<file path="config.mk">
export PLATFORM = sky130hd
export DESIGN_NAME = secuencia_pintar_flat
export DESIGN_NICKNAME = d
export VERILOG_FILES = /design/src/rtl/secuencia_pintar_if.sv /design/src/rtl/secuencia_pintar.sv /design/src/flat_wrapper.sv
export SDC_FILE = /design/constraint.sdc
export NUM_CORES = 1
export LEC_CHECK = 0
export ABC_AREA = 1
export CORE_UTILIZATION = 40
export CTS_CLUSTER_DIAMETER = 120
export CTS_CLUSTER_SIZE = 10
export DETAILED_ROUTE_END_ITERATION = 8
export DONT_BUFFER_PORTS = 1
export PLACE_DENSITY = 0.62
export SLEW_MARGIN = 20
export SYNTH_ARGS = -nofsm -noshare
export SYNTH_HDL_FRONTEND = slang
export SYNTH_SLANG_ARGS = --single-unit
</file>
<file path="constraint.sdc">
create_clock -name iClk -period 1.69 [get_ports iClk]
set_input_delay 0.338 -clock iClk [delete_from_list [all_inputs] [get_ports iClk]]
set_output_delay 0.338 -clock iClk [all_outputs]
set_load 0.02 [all_outputs]
</file>
<file path="src/rtl/secuencia_pintar_if.sv">
// Request/display bundle between the game master FSM and the display sequencer.
// The master drives the paint/reset-paint requests and the LFSR word; the sequencer drives LEDs and status.
interface secuencia_pintar_if #(
    parameter int PASOS = 4
);
    logic               iPintar;
    logic               iResetPintar;
    logic [2*PASOS-1:0] iDato;
    logic [3:0]         oLed;
    logic               oStop;
    logic               oBusy;

    modport master (
        output iPintar, iResetPintar, iDato,
        input  oLed, oStop, oBusy
    );

    modport slave (
        input  iPintar, iResetPintar, iDato,
        output oLed, oStop, oBusy
    );
endinterface

</file>
<file path="src/rtl/secuencia_pintar.sv">
// Display sequencer: latches an LFSR word on a paint request and shows it as timed one-hot
// symbols on the LEDs, then holds a stop flag until the master sends reset-paint.
module secuencia_pintar #(
    parameter int PASOS      = 4,
    parameter int TIEMPO_ON  = 25_000_000,
    parameter int TIEMPO_OFF = 12_500_000
) (
    input  logic              iClk,
    input  logic              iReset,
    secuencia_pintar_if.slave bus
);

    localparam int MAX_T  = (TIEMPO_ON > TIEMPO_OFF) ? TIEMPO_ON : TIEMPO_OFF;
    localparam int CNT_W  = (MAX_T > 1) ? $clog2(MAX_T) : 1;
    localparam int PASO_W = (PASOS > 1) ? $clog2(PASOS) : 1;
    localparam int DW     = 2 * PASOS;

    localparam logic [CNT_W-1:0]  ON_ULT   = CNT_W'(TIEMPO_ON - 1);
    localparam logic [CNT_W-1:0]  OFF_ULT  = CNT_W'(TIEMPO_OFF - 1);
    localparam logic [PASO_W-1:0] PASO_ULT = PASO_W'(PASOS - 1);

    typedef enum logic [1:0] {
        REPOSO    = 2'd0,
        ENCENDIDO = 2'd1,
        APAGADO   = 2'd2,
        FIN       = 2'd3
    } estado_t;

    estado_t           estado_q, estado_d;
    logic [DW-1:0]     datos_q,  datos_d;
    logic [PASO_W-1:0] paso_q,   paso_d;
    logic [CNT_W-1:0]  cuenta_q, cuenta_d;
    logic [3:0]        led;

    always_ff @(posedge iClk or posedge iReset) begin
        if (iReset) begin
            estado_q <= REPOSO;
            datos_q  <= '0;
            paso_q   <= '0;
            cuenta_q <= '0;
        end else begin
            estado_q <= estado_d;
            datos_q  <= datos_d;
            paso_q   <= paso_d;
            cuenta_q <= cuenta_d;
        end
    end

    always_comb begin
        estado_d = estado_q;
        datos_d  = datos_q;
        paso_d   = paso_q;
        cuenta_d = cuenta_q;

        // Reset-paint overrides everything, including a simultaneous paint request.
        if (bus.iResetPintar) begin
            estado_d = REPOSO;
            datos_d  = '0;
            paso_d   = '0;
            cuenta_d = '0;
        end else begin
            case (estado_q)
                REPOSO: begin
                    if (bus.iPintar) begin
                        estado_d = ENCENDIDO;
                        datos_d  = bus.iDato;
                        paso_d   = '0;
                        cuenta_d = '0;
                    end
                end
                ENCENDIDO: begin
                    if (cuenta_q == ON_ULT) begin
                        cuenta_d = '0;
                        estado_d = APAGADO;
                    end else begin
                        cuenta_d = cuenta_q + CNT_W'(1);
                    end
                end
                APAGADO: begin
                    if (cuenta_q == OFF_ULT) begin
                        cuenta_d = '0;
                        if (paso_q == PASO_ULT) begin
                            estado_d = FIN;
                        end else begin
                            paso_d   = paso_q + PASO_W'(1);
                            datos_d  = datos_q << 2;
                            estado_d = ENCENDIDO;
                        end
                    end else begin
                        cuenta_d = cuenta_q + CNT_W'(1);
                    end
                end
                FIN: begin
                    estado_d = FIN;
                end
                default: begin
                    estado_d = REPOSO;
                end
            endcase
        end
    end

    // The top two bits of the shift register select which LED is lit.
    always_comb begin
        led = 4'b0000;
        if (estado_q == ENCENDIDO) begin
            led = 4'b0001 << datos_q[DW-1 -: 2];
        end
    end

    assign bus.oLed  = led;
    assign bus.oStop = (estado_q == FIN);
    assign bus.oBusy = (estado_q == ENCENDIDO) || (estado_q == APAGADO);

endmodule

</file>
<file path="src/flat_wrapper.sv">
// flat-port wrapper written by rule: the top's interface ports become plain ports
module secuencia_pintar_flat 
#(
    parameter int PASOS      = 4,
    parameter int TIEMPO_ON  = 25_000_000,
    parameter int TIEMPO_OFF = 12_500_000
)
  (iClk, iReset, bus_iPintar, bus_iResetPintar, bus_iDato, bus_oLed, bus_oStop, bus_oBusy);
  secuencia_pintar_if #(.PASOS(PASOS)) bus_i ();
  input  logic iClk;
  input  logic iReset;
  input wire logic [$bits(bus_i.iPintar)-1:0] bus_iPintar;
  input wire logic [$bits(bus_i.iResetPintar)-1:0] bus_iResetPintar;
  input wire logic [$bits(bus_i.iDato)-1:0] bus_iDato;
  output wire logic [$bits(bus_i.oLed)-1:0] bus_oLed;
  output wire logic [$bits(bus_i.oStop)-1:0] bus_oStop;
  output wire logic [$bits(bus_i.oBusy)-1:0] bus_oBusy;
  assign bus_i.iPintar = bus_iPintar;
  assign bus_i.iResetPintar = bus_iResetPintar;
  assign bus_i.iDato = bus_iDato;
  assign bus_oLed = bus_i.oLed;
  assign bus_oStop = bus_i.oStop;
  assign bus_oBusy = bus_i.oBusy;
  secuencia_pintar #(.PASOS(PASOS), .TIEMPO_ON(TIEMPO_ON), .TIEMPO_OFF(TIEMPO_OFF)) u_core (.iClk(iClk), .iReset(iReset), .bus(bus_i));
endmodule
</file>
==> results.tsv, run 1 <==
stage	metric	value	unit
run_status	status	complete, no violations	
timing	Slew Viols, Final	0	
floorplan	initial core utilization	41.7	%
logic_synthesis	post-synthesis mux area share	0	%
timing	final worst setup slack	0.0359	ns
logic_synthesis	share of Yosys cell area claimed by the top area cell type	34.8	%
floorplan	Row Count	29	
power_and_ir_drop	power per cell area	1260	mW/mm²
logic_synthesis	syn_area_per_cell	7.22	µm²
place	hpwl dp	4350	µm
global_route	initial antenna violation count	0	
setup_path	startpoint class of the critical path	flop	
route	DRC Markers	0	
clock_network	Clk Tree Root Cell	clkbuf_8	
setup_path	Worst EP required	1.88	ns
logic_synthesis	Yosys reg bits	37	
power_and_ir_drop	Power Total	0.00420	W
clock_network	htree depth	2	
timing	worst slew pin tran	0.481	ns
setup_path	CP arrival	1.84	ns
route	DRT iter0 DRCs	120	
final_layout	register area	926	µm²
logic_synthesis	Yosys cell types	28	
clock_network	Clock Path Buffers	2	
timing	final setup fails	0	
logic_synthesis	Syn Nets	387	
route	drt wl/cell	13.6	µm
setup_path	CP max FO	7	
route	post-route ant nets	0	
logic_synthesis	Synth Area in Compound Gates	13.2	%
place	placed insts	457	
route	detailed-route via count	2438	
floorplan	Die Y	83.6	µm
timing	final cycle utilization of the critical path	97.9	%
route	Vias per Instance	5.07	
logic_synthesis	Synth top cells by count	90 x nand2_1, 48 x nor2_1, 44 x inv_1	
final_layout	diode count	0	
route	DR pass1 iterations	4	
floorplan	number of I/O pins	18	
place	GPL Wtd Cong	0.907	
global_route	GR Overflow Total	0	
clock_network	clock sinks	37	
timing	Slew HR	67.9	%
clock_network	hold_buf cts	0	
setup_path	crit path kind	reg2reg	
global_route	largest net degree at the start of global routing	38	
final_layout	# fillers	611	
setup_path	Crit. End Element	flop	
logic_synthesis	EDFF count, synth	0	
power_and_ir_drop	Pleak	1.39	nW
clock_network	CTS Buf Count	5	
final_layout	area of the multi-input gates	0.00169	mm²
timing	f_max	605	MHz
logic_synthesis	share of flip-flops with an asynchronous set or reset	100	%
worst_hold_path	hold crit path type	in2async	
timing	Final Hold Viols	0	
logic_synthesis	post-synthesis adder-cell area fraction	2.82	%
logic_synthesis	Synth area leader	dfrtp_1	
global_route	number of global-route vias before repair	2183	
clock_network	clk_lat worst skew	0.30	ns
clock_network	Worst-path clk slew	0.09	ns
route	WL final	6530	µm
logic_synthesis	Seq/Total Area, Yosys	34.8	%
power_and_ir_drop	Worst VDD drop	0.713	mV
floorplan	Die ar.	0.00699	mm²
timing	Worst Clk Skew	0.00706	ns
floorplan	core footprint	0.00639	mm²
global_route	all-layer global routing usage	17.7	%
clock_network	CTS tree	built	
timing	setup TNS	0	ns
logic_synthesis	simple-gate share of the synthesized area	35.7	%
global_route	first-pass GRT wire length	10000	µm
logic_synthesis	ranking of synthesized cells by area	dfrtp_1 35%, nand2_1 13%, nor2_1 6.8%	
timing	Final Critical Period	1.65	ns
logic_synthesis	Synth Flop Type	dfrtp_1	
run	Max-Cap Viols	0	
floorplan	Die X	83.6	µm
final_layout	Final #Nets	421	
timing	WHS	0.0353	ns
logic_synthesis	Yosys warnings	0	
logic_synthesis	synthesized area	0.00266	mm²
logic_synthesis	post-synthesis xor/xnor area fraction	3.62	%
final_layout	layout cells sized above 1	30.9	%
final_layout	P&R area growth vs syn	24.8	%
logic_synthesis	cell count after synthesis	369	
final_layout	Non-Filler Instances	481	
place	Port Buffer Count	0	
timing	RSZ-0062 raised after global routing	true	
logic_synthesis	largest family of logic cells by synthesized area	simple AND/OR/NAND/NOR gates	
place	dpl ws	-0.0173	ns
logic_synthesis	top-count cell post-synth	nand2_1	
## flip-flops by register name, summed over array words and instances, names as in the netlist
signal and cells:
u_core.cuenta_q 25, u_core.datos_q 8, u_core.estado_q 2, u_core.paso_q 2
## worst max-delay path, cell delays in order, from the launching register on
cell     delay (ns)
dfrtp_1        0.39
inv_2          0.12
ha_4           0.16
inv_4          0.05
nand2_4        0.08
nor2_4         0.05
nor2_4         0.16
buf_12         0.14
buf_12         0.11
buf_8          0.10
nand3_1        0.07
nand2_1        0.08
a21oi_2        0.03
## repair_timing
item,CTS,global route
gates cloned,0,5
buffers inserted,1,10
resized for setup,8,43
hold endpoints to repair,0,0
pin swaps,1,13
setup endpoints to repair,9,40
## per-stage QoR
stage / util [%] / cell area (µm²)
floorplan: - / 2680
CTS: 47.1 / 3010
global placement: 45.0 / 2880
global route: 52.0 / 3320
detailed placement: 45.0 / 2880
finish: 52.0 / 3320
## worst paths after layout
kind / start / endpoint / slack [ns] / depth (start not counted)
worst max-delay path: u_core.estado_q[1] / u_core.cuenta_q[15] / 0.04 / 12
worst min-delay path: iReset / u_core.paso_q[0] / 0.04 / 2
worst max register to register: u_core.estado_q[1] / u_core.cuenta_q[15] / 0.04 / 12
worst min register to register: u_core.datos_q[2] / u_core.datos_q[2] / 0.50 / 2
max in group asynchronous: iReset / u_core.cuenta_q[12] / 1.32 / 2
min in group iClk: bus_iDato[0] / u_core.datos_q[0] / 0.18 / 2
## logic make-up (layout without fill, tap and decap cells)
logic type | after synthesis | after routing
AOI/OAI and AO/OA | 49 | 49
xor gates and xnor gates | 11 | 11
and+or+nand+nor | 209 | 212
adders and majority gates | 6 | 6
DFF | 37 | 37
buffers and inverters | 57 | 89
## layer usage
layer,global-route usage [%],vias to the layer above,share of wire (%)
li1,-,1257,-
met1,24.3,1136,49
met2,28.3,35,47
met3,3.07,10,2.6
met4,5.86,0,1.6
met5,0,-,0
## area by class of cell
cell class,count,share of cell area (%)
flip-flops and latches,37,27.9
clock buffers,5,2.07
repair buffers,32,9.87
well taps,77,2.90
inverters,49,5.69
multi-input cells,278,50.9
clock inverters,3,0.678
## power by group
part | internal, W | switching (W) | total, W | leakage [nW]
Combinational | 0.00106 | 0.00137 | 0.00243 | 0.845
Clock | 0.000290 | 0.000366 | 0.000656 | 0.0364
Sequential | 0.00101 | 0.000107 | 0.00111 | 0.507
## placed cells by master, fill, tap and decap left out, types with 3 or more instances in the layout
cell type,synthesis,routed
buf_4,0,24
dfrtp_1,37,37
nor3_1,9,4
a22oi_1,6,6
o21ai_0,8,6
buf_12,0,3
nand2_8,1,4
a21oi_2,10,13
o21ai_2,12,11
clkbuf_8,0,5
clkinvlp_4,0,3
nor2_4,2,7
nand2_1,90,85
nand2_2,17,21
ha_4,0,3
inv_2,4,5
inv_1,44,41
a21oi_1,10,7
nor2_2,4,8
nor3_2,0,4
nand3_1,24,23
nand4_1,12,12
xor2_1,10,10
nor2_1,48,39
(Power assumes the default switching activity.)
==> inputs of run 2 (changes only) <==
--- a/config.mk
+++ b/config.mk
@@ -6,6 +6,7 @@
 export NUM_CORES = 1
 export LEC_CHECK = 0
 export ABC_AREA = 1
+export CORE_ASPECT_RATIO = 2
 export CORE_UTILIZATION = 40
 export CTS_CLUSTER_DIAMETER = 120
 export CTS_CLUSTER_SIZE = 10
==> run 2 against run 1 <==
  * The run now ends with negative setup slack left
  * Final area increased by 0.83%
  * Worst setup slack got worse by 0.042 ns
  * Count of clock-buffer cells in the layout increased by 2
  * Sequential power about the same
  * Flip-flop and latch count unchanged
  * Final cell count increased by 2.1%
  * Via count increased by 5.3%
  * Global-route usage increased by 5.0 points
  * Sequential share of layout area decreased by 0.15 points
  * Non-clock buffer count increased by 4
  * First-iteration DRC count decreased by 15%
  * Critical path type is now reg2out
  * Critical endpoint is now bus_oLed[3]
==> results.tsv, run 2 (synthesis results as in run 1) <==
stage	metric	value	unit	change
run_status	status	finished, violations left		
run_status	failing checks	negative setup slack		
route	drt wl/cell	14.9	µm	+9.7%
setup_path	crit path kind	reg2out		
setup_path	startpoint class of the critical path	flop		
timing	Final Hold Viols	0		unchanged
clock_network	hold_buf cts	0		unchanged
place	placed insts	476		+4.2%
final_layout	most frequent cells in the layout	87 x nand2_1, 43 x nor2_1, 41 x inv_1		
global_route	initial antenna violation count	0		unchanged
floorplan	Die Y	117	µm	+40%
setup_path	worst r2r path cells	10		-2
timing	RSZ-0062 raised after global routing	true		
timing	final worst setup slack	-0.00577	ns	-0.0416 ns
timing	final cycle utilization of the critical path	100	%	+2.5 points
power_and_ir_drop	Pleak	1.44	nW	+4.0%
floorplan	initial core utilization	41.9	%	+0.16 points
place	hpwl dp	5320	µm	+22%
floorplan	core footprint	0.00636	mm²	-0.39%
power_and_ir_drop	Psw	0.00171	W	-7.5%
final_layout	Non-Filler Instances	491		+2.1%
final_layout	commonest non-fill, non-tap cell in the layout	nand2_1		
power_and_ir_drop	power per cell area	1320	mW/mm²	+4.3%
global_route	all-layer global routing usage	22.7	%	+5.0 points
final_layout	Final #Nets	422		+0.24%
timing	Worst Clk Skew	0.00480	ns	-0.00226 ns
setup_path	worst setup path start	u_core.estado_q[1]		
route	detailed-route via count	2566		+5.3%
clock_network	Worst-path clk slew	0.06	ns	-0.03 ns
power_and_ir_drop	Worst VDD drop	1.32	mV	+86%
run	Max-Cap Viols	0		unchanged
route	WL final	7310	µm	+12%
power_and_ir_drop	sw frac	38.6	%	-5.3 points
final_layout	Largest Register	u_core.cuenta_q		
clock_network	CTS tree	built		
timing	worst slew pin tran	0.486	ns	+0.00569 ns
global_route	number of global-route vias before repair	2694		+23%
floorplan	Row Count	41		+41%
setup_path	Crit. End Element	primary output		
route	DR pass1 iterations	4		unchanged
clock_network	clock sinks	37		unchanged
timing	Slew HR	67.6	%	-0.30 points
final_layout	diode count	0		unchanged
place	GPL Wtd Cong	0.918		+1.2%
final_layout	max reg flops	25		unchanged
power_and_ir_drop	power share of the combinational group	49.5	%	-8.4 points
clock_network	clk_lat worst skew	0.29	ns	about the same
route	DRT iter0 DRCs	102		-15%
setup_path	CP arrival	1.36	ns	-0.48 ns
global_route	first-pass GRT wire length	11900	µm	+19%
timing	Final Critical Period	1.70	ns	+0.0416 ns
final_layout	post-layout util	52.7	%	+0.64 points
floorplan	number of I/O pins	18		unchanged
floorplan	Die ar.	0.00701	mm²	+0.29%
power_and_ir_drop	P_int	0.00271	W	+15%
setup_path	Worst EP required	1.35	ns	-0.53 ns
setup_path	CP max FO	5		-2
route	Vias per Instance	5.23		+3.1%
clock_network	CTS Buf Count	5		unchanged
worst_hold_path	hold crit path type	in2async		
global_route	largest net degree at the start of global routing	38		unchanged
power_and_ir_drop	Clk pwr share	25.0	%	+9.4 points
timing	f_max	590	MHz	-2.5%
place	Port Buffer Count	0		unchanged
final_layout	P&R area growth vs syn	25.8	%	
clock_network	Clk Tree Root Cell	clkbuf_16		
final_layout	layout cells sized above 1	29.4	%	-1.6 points
timing	final setup fails	1		+1
setup_path	FF-to-FF Start	u_core.estado_q[1]		
route	post-route ant nets	0		unchanged
setup_path	flop-to-flop setup slack	0.04	ns	about the same
power_and_ir_drop	Sequential Power Share	25.5	%	-1.0 points
final_layout	# fillers	643		+5.2%
clock_network	Clock Path Buffers	2		unchanged
clock_network	htree depth	2		unchanged
final_layout	top flop regs	u_core.cuenta_q x25, u_core.datos_q x8		
route	DRC Markers	0		unchanged
setup_path	RR Endpoint	u_core.cuenta_q[22]		
global_route	GR Overflow Total	0		unchanged
timing	Slew Viols, Final	0		unchanged
floorplan	Die X	59.7	µm	-29%
## run 2: per-stage QoR
step / hold WS [ns] / area, µm² / setup WS [ns] / total power, W / setup TNS, ns
detailed placement: 0.386 / 2950 / -0.0248 / 0.00277 / -0.0248
global route: 0.118 / 3350 / -0.0758 / 0.00463 / -0.306
global placement: 0.377 / 2950 / 0.0325 / 0.00273 / 0
CTS: 0.0799 / 3210 / -0.00679 / 0.00412 / -0.00679
floorplan: 0.462 / 2680 / 0.0240 / 0.00231 / 0
finish: 0.0528 / 3350 / -0.00577 / 0.00442 / -0.00577
## run 2: area by class of cell
type,count,area [µm²],area share (%)
inverter,49,191,5.72
clock inverter,1,30.0,0.897
multi-input combinational,275,1600,47.8
sequential,37,928,27.7
tap,86,108,3.21
timing repair buffer,36,349,10.4
clock buffer,7,143,4.26
## run 2: power by group through the flow
stage	clock, W	sequential, W	combinational [W]
2_1_floorplan	0	0.00111	0.00120
3_3_place_gp	0	0.00111	0.00162
3_5_place_dp	0	0.00112	0.00165
4_1_cts	0.00112	0.00111	0.00189
5_1_grt	0.00114	0.00114	0.00234
6_report	0.00110	0.00113	0.00219
## run 2: worst max-delay path, stage by stage, from the launching register on
cell and delay [ns]:
dfrtp_1 0.39, inv_2 0.09, buf_6 0.11, ha_4 0.15, inv_6 0.05, nor3_2 0.11
buf_4 0.16
## run 2: timing repair
item | 4_1_cts | 5_1_grt
resized for setup | 10 | 29
pin swaps | 3 | 6
setup endpoints to repair | 5 | 40
setup buffers | 3 | 4
gates cloned | 1 | 1
## run 2: worst max-delay path by stage
stage,endpoint,slack (ns),depth (start not counted)
4_1_cts,bus_oLed[3],-0.007,6
3_5_place_dp,u_core.cuenta_q[11],-0.02,11
3_3_place_gp,u_core.datos_q[6],0.03,10
6_report,bus_oLed[3],-0.006,6
5_1_grt,u_core.cuenta_q[24],-0.08,10
2_1_floorplan,bus_oLed[3],0.02,4
## run 2: metal layers
| metal | routed length (µm) | share of wire, % | track usage, % | vias to the layer above |
|---|---|---|---|---|
| li1 | - | - | - | 1247 |
| met1 | 2370 | 32 | 20.8 | 1193 |
| met2 | 4230 | 58 | 41.9 | 89 |
| met3 | 267 | 3.7 | 3.86 | 37 |
| met4 | 439 | 6.0 | 15.1 | 0 |
| met5 | 0 | 0 | 0 | - |
==> inputs of run 3 (changes only) <==
==> constraint.sdc (replaced) <==
create_clock -name iClk -period 1.69 [get_ports iClk]
set_input_delay 0.2535 -clock iClk [delete_from_list [all_inputs] [get_ports iClk]]
set_output_delay 0.2535 -clock iClk [all_outputs]
set_load 0.02 [all_outputs]
==> run 3 against run 2 <==
  * The run now ends clean
  * Total power fell by 1.7%
  * Register-to-register slack barely moved
  * Flip-flop and latch count did not move
  * Worst hold slack improved by 0.064 ns
  * Worst setup slack improved by 0.048 ns
  * Final area rose by 0.26%
  * Global-route usage fell by 0.30 points
  * Critical path type unchanged
  * Critical endpoint is now bus_oLed[2]
  * Highest routed layer unchanged
==> results.tsv, run 3 (synthesis results as in run 1) <==
stage	metric	value	unit	change
global_route	largest net degree at the start of global routing	38		unchanged
clock_network	CTS Buf Count	5		unchanged
run	Max-Cap Viols	0		unchanged
global_route	met2 capacity usage during global routing	42.2	%	+0.21 points
worst_hold_path	hold crit path type	in2reg		
final_layout	most frequent cells in the layout	84 x nand2_1, 44 x nor2_1, 41 x inv_1		
final_layout	top flop regs	u_core.cuenta_q x25, u_core.datos_q x8		
floorplan	Row Count	41		unchanged
floorplan	core footprint	0.00636	mm²	unchanged
timing	Worst Clk Skew	0.00393	ns	-0.000863 ns
floorplan	initial core utilization	41.9	%	unchanged
clock_network	CTS tree	built		
final_layout	layout cells sized above 1	29.7	%	+0.35 points
clock_network	Clock Path Buffers	2		unchanged
timing	final setup fails	0		-1
final_layout	commonest non-fill, non-tap cell in the layout	nand2_1		
final_layout	P&R area growth vs syn	26.1	%	
power_and_ir_drop	Power Total	0.00434	W	-1.7%
clock_network	htree depth	2		unchanged
setup_path	Crit. End Element	primary output		
route	Vias per Instance	5.27		+0.88%
setup_path	CP arrival	1.39	ns	+0.03 ns
final_layout	Largest Register	u_core.cuenta_q		
route	WL final	7710	µm	+5.4%
clock_network	Clk Tree Root Cell	clkbuf_16		
timing	RSZ-0062 raised after global routing	true		
place	Port Buffer Count	0		unchanged
route	post-route ant nets	0		unchanged
floorplan	number of I/O pins	18		unchanged
global_route	GR Overflow Total	0		unchanged
global_route	met3 Usage GRT	2.76	%	-1.1 points
floorplan	Die X	59.7	µm	unchanged
floorplan	Die Y	117	µm	unchanged
global_route	initial antenna violation count	0		unchanged
route	DRC Markers	0		unchanged
clock_network	clock sinks	37		unchanged
clock_network	clk_lat worst skew	0.29	ns	about the same
final_layout	area of the multi-input gates	0.00162	mm²	+1.2%
final_layout	register area	926	µm²	-0.27%
timing	setup TNS	0	ns	+0.00577 ns
timing	f_max	607	MHz	+2.9%
run_status	status	complete, no violations		
setup_path	Worst EP required	1.44	ns	+0.09 ns
global_route	peak-usage layer in the global routing report	met2		
power_and_ir_drop	Worst VDD drop	1.19	mV	-10%
setup_path	startpoint class of the critical path	flop		
route	DRT iter0 DRCs	103		+0.98%
place	GPL Wtd Cong	0.934		+1.7%
timing	Slew HR	67.3	%	-0.33 points
power_and_ir_drop	Pleak	1.45	nW	+0.21%
power_and_ir_drop	power per cell area	1290	mW/mm²	-2.0%
global_route	all-layer global routing usage	22.4	%	-0.30 points
final_layout	diode count	0		unchanged
route	drt wl/cell	15.6	µm	+5.0%
final_layout	Final #Nets	424		+0.47%
setup_path	crit path kind	reg2out		
global_route	M1 GR Usage	20.3	%	-0.48 points
route	detailed-route via count	2599		+1.3%
clock_network	Worst-path clk slew	0.06	ns	about the same
final_layout	max reg flops	25		unchanged
global_route	first-pass GRT wire length	11700	µm	-1.5%
timing	Final Critical Period	1.65	ns	-0.0480 ns
route	DR pass1 iterations	4		unchanged
global_route	number of global-route vias before repair	2625		-2.6%
timing	Final Hold Viols	0		unchanged
setup_path	CP max FO	5		unchanged
final_layout	# fillers	626		-2.6%
setup_path	flop-to-flop setup slack	0.04	ns	about the same
timing	final cycle utilization of the critical path	97.5	%	-2.8 points
timing	worst slew pin tran	0.491	ns	+0.00501 ns
place	hpwl dp	5330	µm	+0.35%
timing	Slew Viols, Final	0		unchanged
floorplan	Die ar.	0.00701	mm²	unchanged
==> run 3: final cells by class <==
class | count | share of cell area [%]
Multi-Input combinational cell | 276 | 48.2
Sequential cell | 37 | 27.6
Timing Repair Buffer | 37 | 10.8
Inverter | 49 | 5.55
Clock buffer | 7 | 4.55
Tap cell | 86 | 3.20
Clock inverter | 1 | 0.149
==> run 3: layer usage <==
| metal | up-vias | share of wire (%) |
|---|---|---|
| met1 | 1220 | 33 |
| met3 | 38 | 3.0 |
| li1 | 1250 | - |
| met2 | 91 | 57 |
| met5 | - | 0 |
| met4 | 0 | 6.3 |
==> run 3: stage by stage <==
| stage | std cells | hold slack [ns] | worst slack (ns) | instance area (µm²) | utilization, % |
|---|---|---|---|---|---|
| 6_report | 493 | 0.117 | 0.0422 | 3360 | 52.8 |
| 5_1_grt | 493 | 0.116 | -0.0222 | 3360 | 52.8 |
| 4_1_cts | 485 | 0.114 | -0.00201 | 3160 | 49.7 |
| 3_5_place_dp | 475 | 0.298 | -0.0419 | 2940 | 46.2 |
| 3_3_place_gp | 475 | 0.295 | 0.0312 | 2940 | 46.2 |
| 2_1_floorplan | 369 | 0.412 | 0.0288 | 2680 | - |
==> run 3: what timing repair did <==
action,CTS,global route
hold endpoints to repair,18,0
cloned,1,3
resized for setup,10,25
pin swaps,1,8
setup buffers,0,5
setup endpoints to repair,5,40
hold buffers,1,0
==> run 3: path summary, 6_finish.rpt <==
kind / from / endpoint / cells past startpoint
setup / recovery: u_core.estado_q[1] / bus_oLed[2] / 6
hold / removal: bus_iDato[1] / u_core.datos_q[1] / 2
setup reg to reg: u_core.cuenta_q[1] / u_core.cuenta_q[21] / 10
hold reg to reg: u_core.datos_q[1] / u_core.datos_q[1] / 2
max in group asynchronous: iReset / u_core.cuenta_q[22] / 3
min in group asynchronous: iReset / u_core.datos_q[4] / 3
==> run 3: power breakdown <==
| group | switching [W] | leakage (nW) | total (W) | internal, W |
|---|---|---|---|---|
| logic | 0.00130 | 0.860 | 0.00224 | 0.000936 |
| registers | 0.000107 | 0.507 | 0.00111 | 0.00101 |
| clock network | 0.000365 | 0.0799 | 0.000990 | 0.000624 |
| total | 0.00177 | 1.45 | 0.00434 | 0.00257 |
==> run 3: critical path, cell delays in order (launching register included) <==
cell and delay (ns):
dfrtp_1 0.39, inv_2 0.09, buf_6 0.11, ha_4 0.14
inv_2 0.07, nor3_2 0.15, buf_4 0.16
